### src/rtl/dev_uart_tx_pkg.sv
// dev_uart_tx shared definitions: register map, status bits, FSM codes.
// Imported by the transmitter top and its FIFO.
package dev_uart_tx_pkg;

  localparam int REG_TXDATA  = 0;
  localparam int REG_STATUS  = 1;
  localparam int REG_DIVISOR = 2;

  localparam int ST_BUSY  = 0;
  localparam int ST_FULL  = 1;
  localparam int ST_EMPTY = 2;
  localparam int ST_OVF   = 3;

  localparam logic [1:0] S_IDLE  = 2'd0;
  localparam logic [1:0] S_START = 2'd1;
  localparam logic [1:0] S_DATA  = 2'd2;
  localparam logic [1:0] S_STOP  = 2'd3;

  // A divisor of zero would stall the bit counter, so it runs at 1.
  function automatic logic [7:0] eff_period(input logic [7:0] div);
    return (div == 8'd0) ? 8'd1 : div;
  endfunction

endpackage

### src/rtl/dev_uart_tx_sync_fifo.sv
// Synchronous FIFO with exact count and first-word fall-through read.
// Push on full is dropped unless a pop frees the slot in the same cycle.
module dev_uart_tx_sync_fifo #(
  parameter int WIDTH = 8,
  parameter int DEPTH = 8,
  localparam int AW = $clog2(DEPTH)
) (
  input  logic             clk,
  input  logic             rst_n,
  input  logic             push,
  input  logic [WIDTH-1:0] wdata,
  input  logic             pop,
  output logic [WIDTH-1:0] rdata,
  output logic             full,
  output logic             empty,
  output logic [AW:0]      count
);

  logic [WIDTH-1:0] mem_q [DEPTH];
  logic [AW-1:0]    wptr_q, wptr_d;
  logic [AW-1:0]    rptr_q, rptr_d;
  logic [AW:0]      count_q, count_d;
  logic             push_ok, pop_ok;

  assign full  = (count_q == (AW+1)'(DEPTH));
  assign empty = (count_q == '0);
  assign count = count_q;
  assign rdata = mem_q[rptr_q];

  assign pop_ok  = pop & ~empty;
  assign push_ok = push & (~full | pop_ok);

  always_comb begin
    wptr_d  = wptr_q;
    rptr_d  = rptr_q;
    count_d = count_q;
    if (push_ok) wptr_d = wptr_q + 1'b1;
    if (pop_ok)  rptr_d = rptr_q + 1'b1;
    count_d = count_q + (AW+1)'(push_ok) - (AW+1)'(pop_ok);
  end

  always_ff @(posedge clk or negedge rst_n) begin
    if (!rst_n) begin
      wptr_q  <= '0;
      rptr_q  <= '0;
      count_q <= '0;
    end else begin
      wptr_q  <= wptr_d;
      rptr_q  <= rptr_d;
      count_q <= count_d;
    end
  end

  always_ff @(posedge clk) begin
    if (push_ok) mem_q[wptr_q] <= wdata;
  end

endmodule

### src/rtl/dev_uart_tx.sv
// Bus-mapped 8N1 UART transmitter: TX FIFO, status/divisor regs,
// strobe edge detection and the serial shift engine.
module dev_uart_tx
  import dev_uart_tx_pkg::*;
#(
  parameter int FIFO_DEPTH    = 8,
  parameter int DIVISOR_RESET = 16,
  parameter int ADDR_WIDTH    = 4
) (
  input  logic                  clk,
  input  logic                  _reset,
  input  logic                  _cs,
  input  logic                  _oe,
  input  logic                  _w,
  input  logic [ADDR_WIDTH-1:0] addr,
  input  logic [7:0]            data_in,
  output logic [7:0]            data_out,
  output logic                  data_oe,
  output logic                  txd
);

  localparam int CW = $clog2(FIFO_DEPTH) + 1;

  localparam logic [ADDR_WIDTH-1:0] A_TX  = ADDR_WIDTH'(REG_TXDATA);
  localparam logic [ADDR_WIDTH-1:0] A_ST  = ADDR_WIDTH'(REG_STATUS);
  localparam logic [ADDR_WIDTH-1:0] A_DIV = ADDR_WIDTH'(REG_DIVISOR);

  logic          w_prev_q, w_prev_d;
  logic          r_prev_q, r_prev_d;
  logic          cs_w, cs_oe, wr_evt, rd_evt;
  logic          sel_tx, sel_st, sel_div;

  logic [7:0]    div_q, div_d;
  logic          ovf_q, ovf_d;

  logic [1:0]    state_q, state_d;
  logic [7:0]    cnt_q, cnt_d;
  logic [2:0]    idx_q, idx_d;
  logic [7:0]    sh_q, sh_d;
  logic [7:0]    per_q, per_d;
  logic          txd_q, txd_d;
  logic          last, load;

  logic          fifo_push, fifo_pop;
  logic          fifo_full, fifo_empty;
  logic [7:0]    fifo_rdata;
  logic [CW-1:0] fifo_count;
  logic [3:0]    cnt4;
  logic [7:0]    status, rd_data;

  assign cs_w   = _cs | _w;
  assign cs_oe  = _cs | _oe;
  assign wr_evt = ~cs_w & w_prev_q;
  assign rd_evt = ~cs_oe & r_prev_q & _w;
  assign w_prev_d = cs_w;
  assign r_prev_d = cs_oe;

  assign sel_tx  = (addr == A_TX);
  assign sel_st  = (addr == A_ST);
  assign sel_div = (addr == A_DIV);

  assign fifo_push = wr_evt & sel_tx;

  dev_uart_tx_sync_fifo #(
    .WIDTH (8),
    .DEPTH (FIFO_DEPTH)
  ) u_fifo (
    .clk   (clk),
    .rst_n (_reset),
    .push  (fifo_push),
    .wdata (data_in),
    .pop   (fifo_pop),
    .rdata (fifo_rdata),
    .full  (fifo_full),
    .empty (fifo_empty),
    .count (fifo_count)
  );

  assign cnt4 = 4'(fifo_count);

  always_comb begin
    status           = '0;
    status[7:4]      = cnt4;
    status[ST_BUSY]  = (state_q != S_IDLE);
    status[ST_FULL]  = fifo_full;
    status[ST_EMPTY] = fifo_empty;
    status[ST_OVF]   = ovf_q;
  end

  assign data_oe = ~_cs & ~_oe & _w;

  always_comb begin
    rd_data = 8'h00;
    unique case (1'b1)
      sel_st:  rd_data = status;
      sel_div: rd_data = div_q;
      default: rd_data = 8'h00;
    endcase
  end

  assign data_out = data_oe ? rd_data : 8'h00;

  always_comb begin
    div_d = div_q;
    ovf_d = ovf_q;
    if (wr_evt & sel_div) div_d = data_in;
    if (fifo_push & fifo_full & ~fifo_pop) ovf_d = 1'b1;
    if (rd_evt & sel_st) ovf_d = 1'b0;
  end

  // A frame load happens from IDLE, or straight out of STOP with no gap.
  assign last = (cnt_q == 8'd0);
  assign load = ~fifo_empty &
                ((state_q == S_IDLE) | ((state_q == S_STOP) & last));

  always_comb begin
    state_d  = state_q;
    cnt_d    = cnt_q;
    idx_d    = idx_q;
    sh_d     = sh_q;
    per_d    = per_q;
    txd_d    = txd_q;
    fifo_pop = 1'b0;
    unique case (state_q)
      S_IDLE: txd_d = 1'b1;
      S_START: begin
        cnt_d = cnt_q - 8'd1;
        if (last) begin
          state_d = S_DATA;
          idx_d   = 3'd0;
          txd_d   = sh_q[0];
          cnt_d   = per_q - 8'd1;
        end
      end
      S_DATA: begin
        cnt_d = cnt_q - 8'd1;
        if (last) begin
          cnt_d = per_q - 8'd1;
          if (idx_q == 3'd7) begin
            state_d = S_STOP;
            txd_d   = 1'b1;
          end else begin
            idx_d = idx_q + 3'd1;
            sh_d  = {1'b0, sh_q[7:1]};
            txd_d = sh_q[1];
          end
        end
      end
      S_STOP: begin
        cnt_d = cnt_q - 8'd1;
        if (last) state_d = S_IDLE;
      end
      default: state_d = S_IDLE;
    endcase
    if (load) begin
      fifo_pop = 1'b1;
      state_d  = S_START;
      sh_d     = fifo_rdata;
      per_d    = eff_period(div_q);
      cnt_d    = eff_period(div_q) - 8'd1;
      txd_d    = 1'b0;
    end
  end

  assign txd = txd_q;

  always_ff @(posedge clk or negedge _reset) begin
    if (!_reset) begin
      w_prev_q <= 1'b1;
      r_prev_q <= 1'b1;
      div_q    <= 8'(DIVISOR_RESET);
      ovf_q    <= 1'b0;
      state_q  <= S_IDLE;
      cnt_q    <= 8'd0;
      idx_q    <= 3'd0;
      sh_q     <= 8'd0;
      per_q    <= 8'd1;
      txd_q    <= 1'b1;
    end else begin
      w_prev_q <= w_prev_d;
      r_prev_q <= r_prev_d;
      div_q    <= div_d;
      ovf_q    <= ovf_d;
      state_q  <= state_d;
      cnt_q    <= cnt_d;
      idx_q    <= idx_d;
      sh_q     <= sh_d;
      per_q    <= per_d;
      txd_q    <= txd_d;
    end
  end

endmodule

### config.mk
export PLATFORM = sky130hd
export DESIGN_NAME = dev_uart_tx
export DESIGN_NICKNAME = d
export VERILOG_FILES = /design/src/rtl/dev_uart_tx_pkg.sv /design/src/rtl/dev_uart_tx_sync_fifo.sv /design/src/rtl/dev_uart_tx.sv
export SDC_FILE = /design/constraint.sdc
export NUM_CORES = 1
export LEC_CHECK = 0
export ABC_AREA = 0
export BUFFER_PORTS_ARGS = -buffer_cell sky130_fd_sc_hd__clkbuf_2
export CAP_MARGIN = 20
export CORE_AREA = 2 2 152 154
export CTS_CLUSTER_DIAMETER = 120
export DETAILED_ROUTE_END_ITERATION = 12
export DIE_AREA = 0 0 154 156
export SLEW_MARGIN = 0
export SYNTH_ARGS = -nofsm -noshare
export SYNTH_HDL_FRONTEND = slang
export SYNTH_HIERARCHICAL = 1
export SYNTH_SLANG_ARGS = --single-unit
### constraint.sdc
create_clock -name clk -period 3.2 [get_ports clk]
set_input_delay 0.32 -clock clk [delete_from_list [all_inputs] [get_ports clk]]
set_output_delay 0.32 -clock clk [all_outputs]
set_load 0.01 [all_outputs]
==> metrics.txt <==
first-pass GRT wire length between 15 and 20 mm; First-pass DRT Iterations 5; clk sinks between 100 and 150; Die Y about 160 um; largest net degree at the start of global routing 37; Placer Congestion just over 0.8; detailed-placement wirelength estimate between 8 and 9 mm; Worst Max-Slew Pin Slew 879 ps; via/cell ratio about 4.6; Initial Utilization about a quarter; net count after synthesis about 450; Iter 0 DRT Violations between 300 and 400; Syn Area/Cell 13.3 sq um; power per standard cell area 805 nW/um^2; M3 GR Usage under 10%; die width about 150 um; Distinct cells, synth between 50 and 60; GRT busiest layer met2; Cell Int Power ~3.6 mW; CP Depth 13; share of post-route cells with drive strength above 1 22.3%; Final period util 84.5%; Final Util 29.5%; total gr overflow 0; FILL cells 2197; post-cts resize count 0; met1 usage around an eighth; row count 55; Synth area leaders edfxtp_1 35%, dfrtp_1 21%, mux4_1 7.6%; CP max stage cell fa_1; Cell Chain, Critical Path inv_1, ha_1, nor3b_1, buf_4, nor2b_1, a41oi_2, clkinv_1, nand2b_1, mux2i_1, ha_1, inv_1, fa_1, xnor2_1; clock network power share about 32%; fin nets roughly 500; PortBufs 26; drc violations 0; Critical Path Max Stage Delay 380 ps; Max Buffers Root-to-Sink 2; Seq/Total Area, Yosys between 50% and 60%; total number of vias about 3500; Die Area around 24000 sq um; Post-synth EDFFs between 60 and 70; Gate power share 26.6%; clk root buf clkbuf_16; Crit path required time 3480 ps; Peak VDD IR 0.483 mV; Setup TNS Final 0 ps; Startpoint Class register; switching share of power about a third; n_diodes 0; Top FF cell, synth edfxtp_1; Max Transition Viols Final 0; gr usage total a little over a tenth; wire per inst 15.9 um; clock-pin slew on the worst setup and hold paths about 50 ps; Fmax 370 MHz; CTS buffer count 17; share of the synthesized area in the top cell type approximately a third; post-synthesis instance total approximately 420; clock skew between 6 and 7 ps; # Max-Cap Violations 0; Buf/Inv on CP 4; post-synth top area cell edfxtp_1; met2 Use GR about 18%; CTS tree done; max_slew headroom about two fifths; I/O pin cnt 27; Clock Latency Late Sink around 410 ps; Hold Vio Cnt, Final 0; most frequent cells after synthesis 64 x edfxtp_1, 47 x nand2_1, 46 x dfrtp_1; Ys Warns 6; initial antenna violation count 0; core area about 22000 sq um; Worst setup EP type register; count leader, synth edfxtp_1; total power between 5 and 6 mW; Worst EP arrival between 2000 and 3000 ps; crit path kind reg -> reg; Max FO, Critical Path 5; Post-CTS Setup Inserts 0; P_sw ~1.7 mW; H-tree Lvls 4; endpoints failing setup 0; hold buffer count at CTS 0; Final ANT Viol Nets 0; synthesis-to-finish area growth 19.2%; RSZ-0062 raised after global routing no; vias in the first global route 3611; Leakage Power ~2.6 nW; Mapped Area 5540 sq um; cell family with most CP delay adder cells; synthesized flop and latch total 115; Async SR Flop Fraction around 44%; Hold Crit Class in -> async; worst r2r path cells 13; sequential power share between 40 and 50%; DRT Wirelength around 12 mm; final worst path period need around 2700 ps; outcome finished clean
[metrics by stage]
stage	cells	instance area (sq um)	setup slack, ps	hold slack, ps
after floorplan	417	5550	3.06	24.4
after global placement	728	6060	598	463
after detailed placement	728	6060	530	483
after CTS	760	6610	505	42.1
after global routing	760	6610	239	78.1
final	760	6610	496	16.6
[cell families after synthesis]
family                     Yosys count  share of synthesized area [%]
AOI/OAI and AO/OA                   62                           7.72
xor gates and xnor gates            19                           3.00
adders and majority gates           19                           4.42
buffers and inverters               35                           3.02
DFF                                115                           57.8
muxes                               45                           13.3
and+or+nand+nor                    122                           10.8
[final cells by class]
type / instances / area (sq um) / share of cell area (%)
inverter: 20 / 75.1 / 1.14
sequential: 115 / 3200 / 48.5
timing repair buffer: 41 / 243 / 3.67
clock buffer: 17 / 425 / 6.44
multi-input combinational: 267 / 2180 / 33.0
clock inverter: 15 / 124 / 1.88
tap: 285 / 357 / 5.40
[final timing paths]
path / from / to / slack, ps
worst max-delay path: u_fifo/count[2]$_DFF_PN0_ / u_fifo/count[2]$_DFF_PN0_ / 500
worst min-delay path: _reset / u_fifo/wptr_q[0]$_DFFE_PN0P_ / 20
worst max register to register: u_fifo/count[2]$_DFF_PN0_ / u_fifo/count[2]$_DFF_PN0_ / 500
worst min register to register: txd$_DFFE_PN1P_ / txd$_DFFE_PN1P_ / 490
max in group asynchronous: _reset / per_q[0]$_DFFE_PN1P_ / 2340
min in group clk: _oe / r_prev_q$_DFF_PN1_ / 120
[layer usage]
metal	routed length (um)	part of all wire (%)
met4	113	0.94
met3	351	2.9
met1	5220	43
met2	6360	53
met5	0	0
[power by group through the flow]
stage                     clock, mW  combinational [mW]  sequential, mW
final                          1.72                1.42            2.19
after global routing           1.83                1.59            2.23
after CTS                      1.75                1.43            2.19
after detailed placement          0                1.42            2.22
after global placement            0                1.37            2.20
after floorplan                   0                1.22            2.02
[flip-flops by register name, indices dropped and copies added, names as in the netlist]
signal         count
cnt_q              8
div_q              8
idx_q              3
ovf_q              1
per_q              8
r_prev_q           1
sh_q               8
state_q            2
txd                1
u_fifo/count       4
u_fifo/mem_q      64
u_fifo/rptr_q      3
u_fifo/wptr_q      3
w_prev_q           1
[cell usage in the layout, fill, tap and decap left out, types with 3 or more instances in the layout]
cell / Yosys / routed
xnor2_1: 7 / 7
mux2i_1: 10 / 10
inv_6: 0 / 6
nor4_1: 4 / 3
o21ai_0: 16 / 16
buf_4: 0 / 15
ha_1: 18 / 18
or4_1: 3 / 3
dfrtp_1: 46 / 46
a22o_1: 6 / 6
nand3_1: 8 / 8
mux4_1: 16 / 16
inv_1: 19 / 19
or3_1: 3 / 3
xor2_1: 12 / 12
nor3_1: 15 / 15
mux2_2: 19 / 19
clkinv_4: 0 / 5
a22oi_1: 8 / 8
nor3b_1: 6 / 6
a21oi_1: 9 / 9
clkbuf_2: 0 / 26
clkbuf_16: 0 / 17
nand2b_1: 5 / 5
edfxtp_1: 64 / 64
dfstp_2: 5 / 5
a21o_1: 3 / 3
nor2_1: 21 / 21
nand2_1: 47 / 47
o211ai_1: 3 / 3
Power figures use the tool's default switching activity.
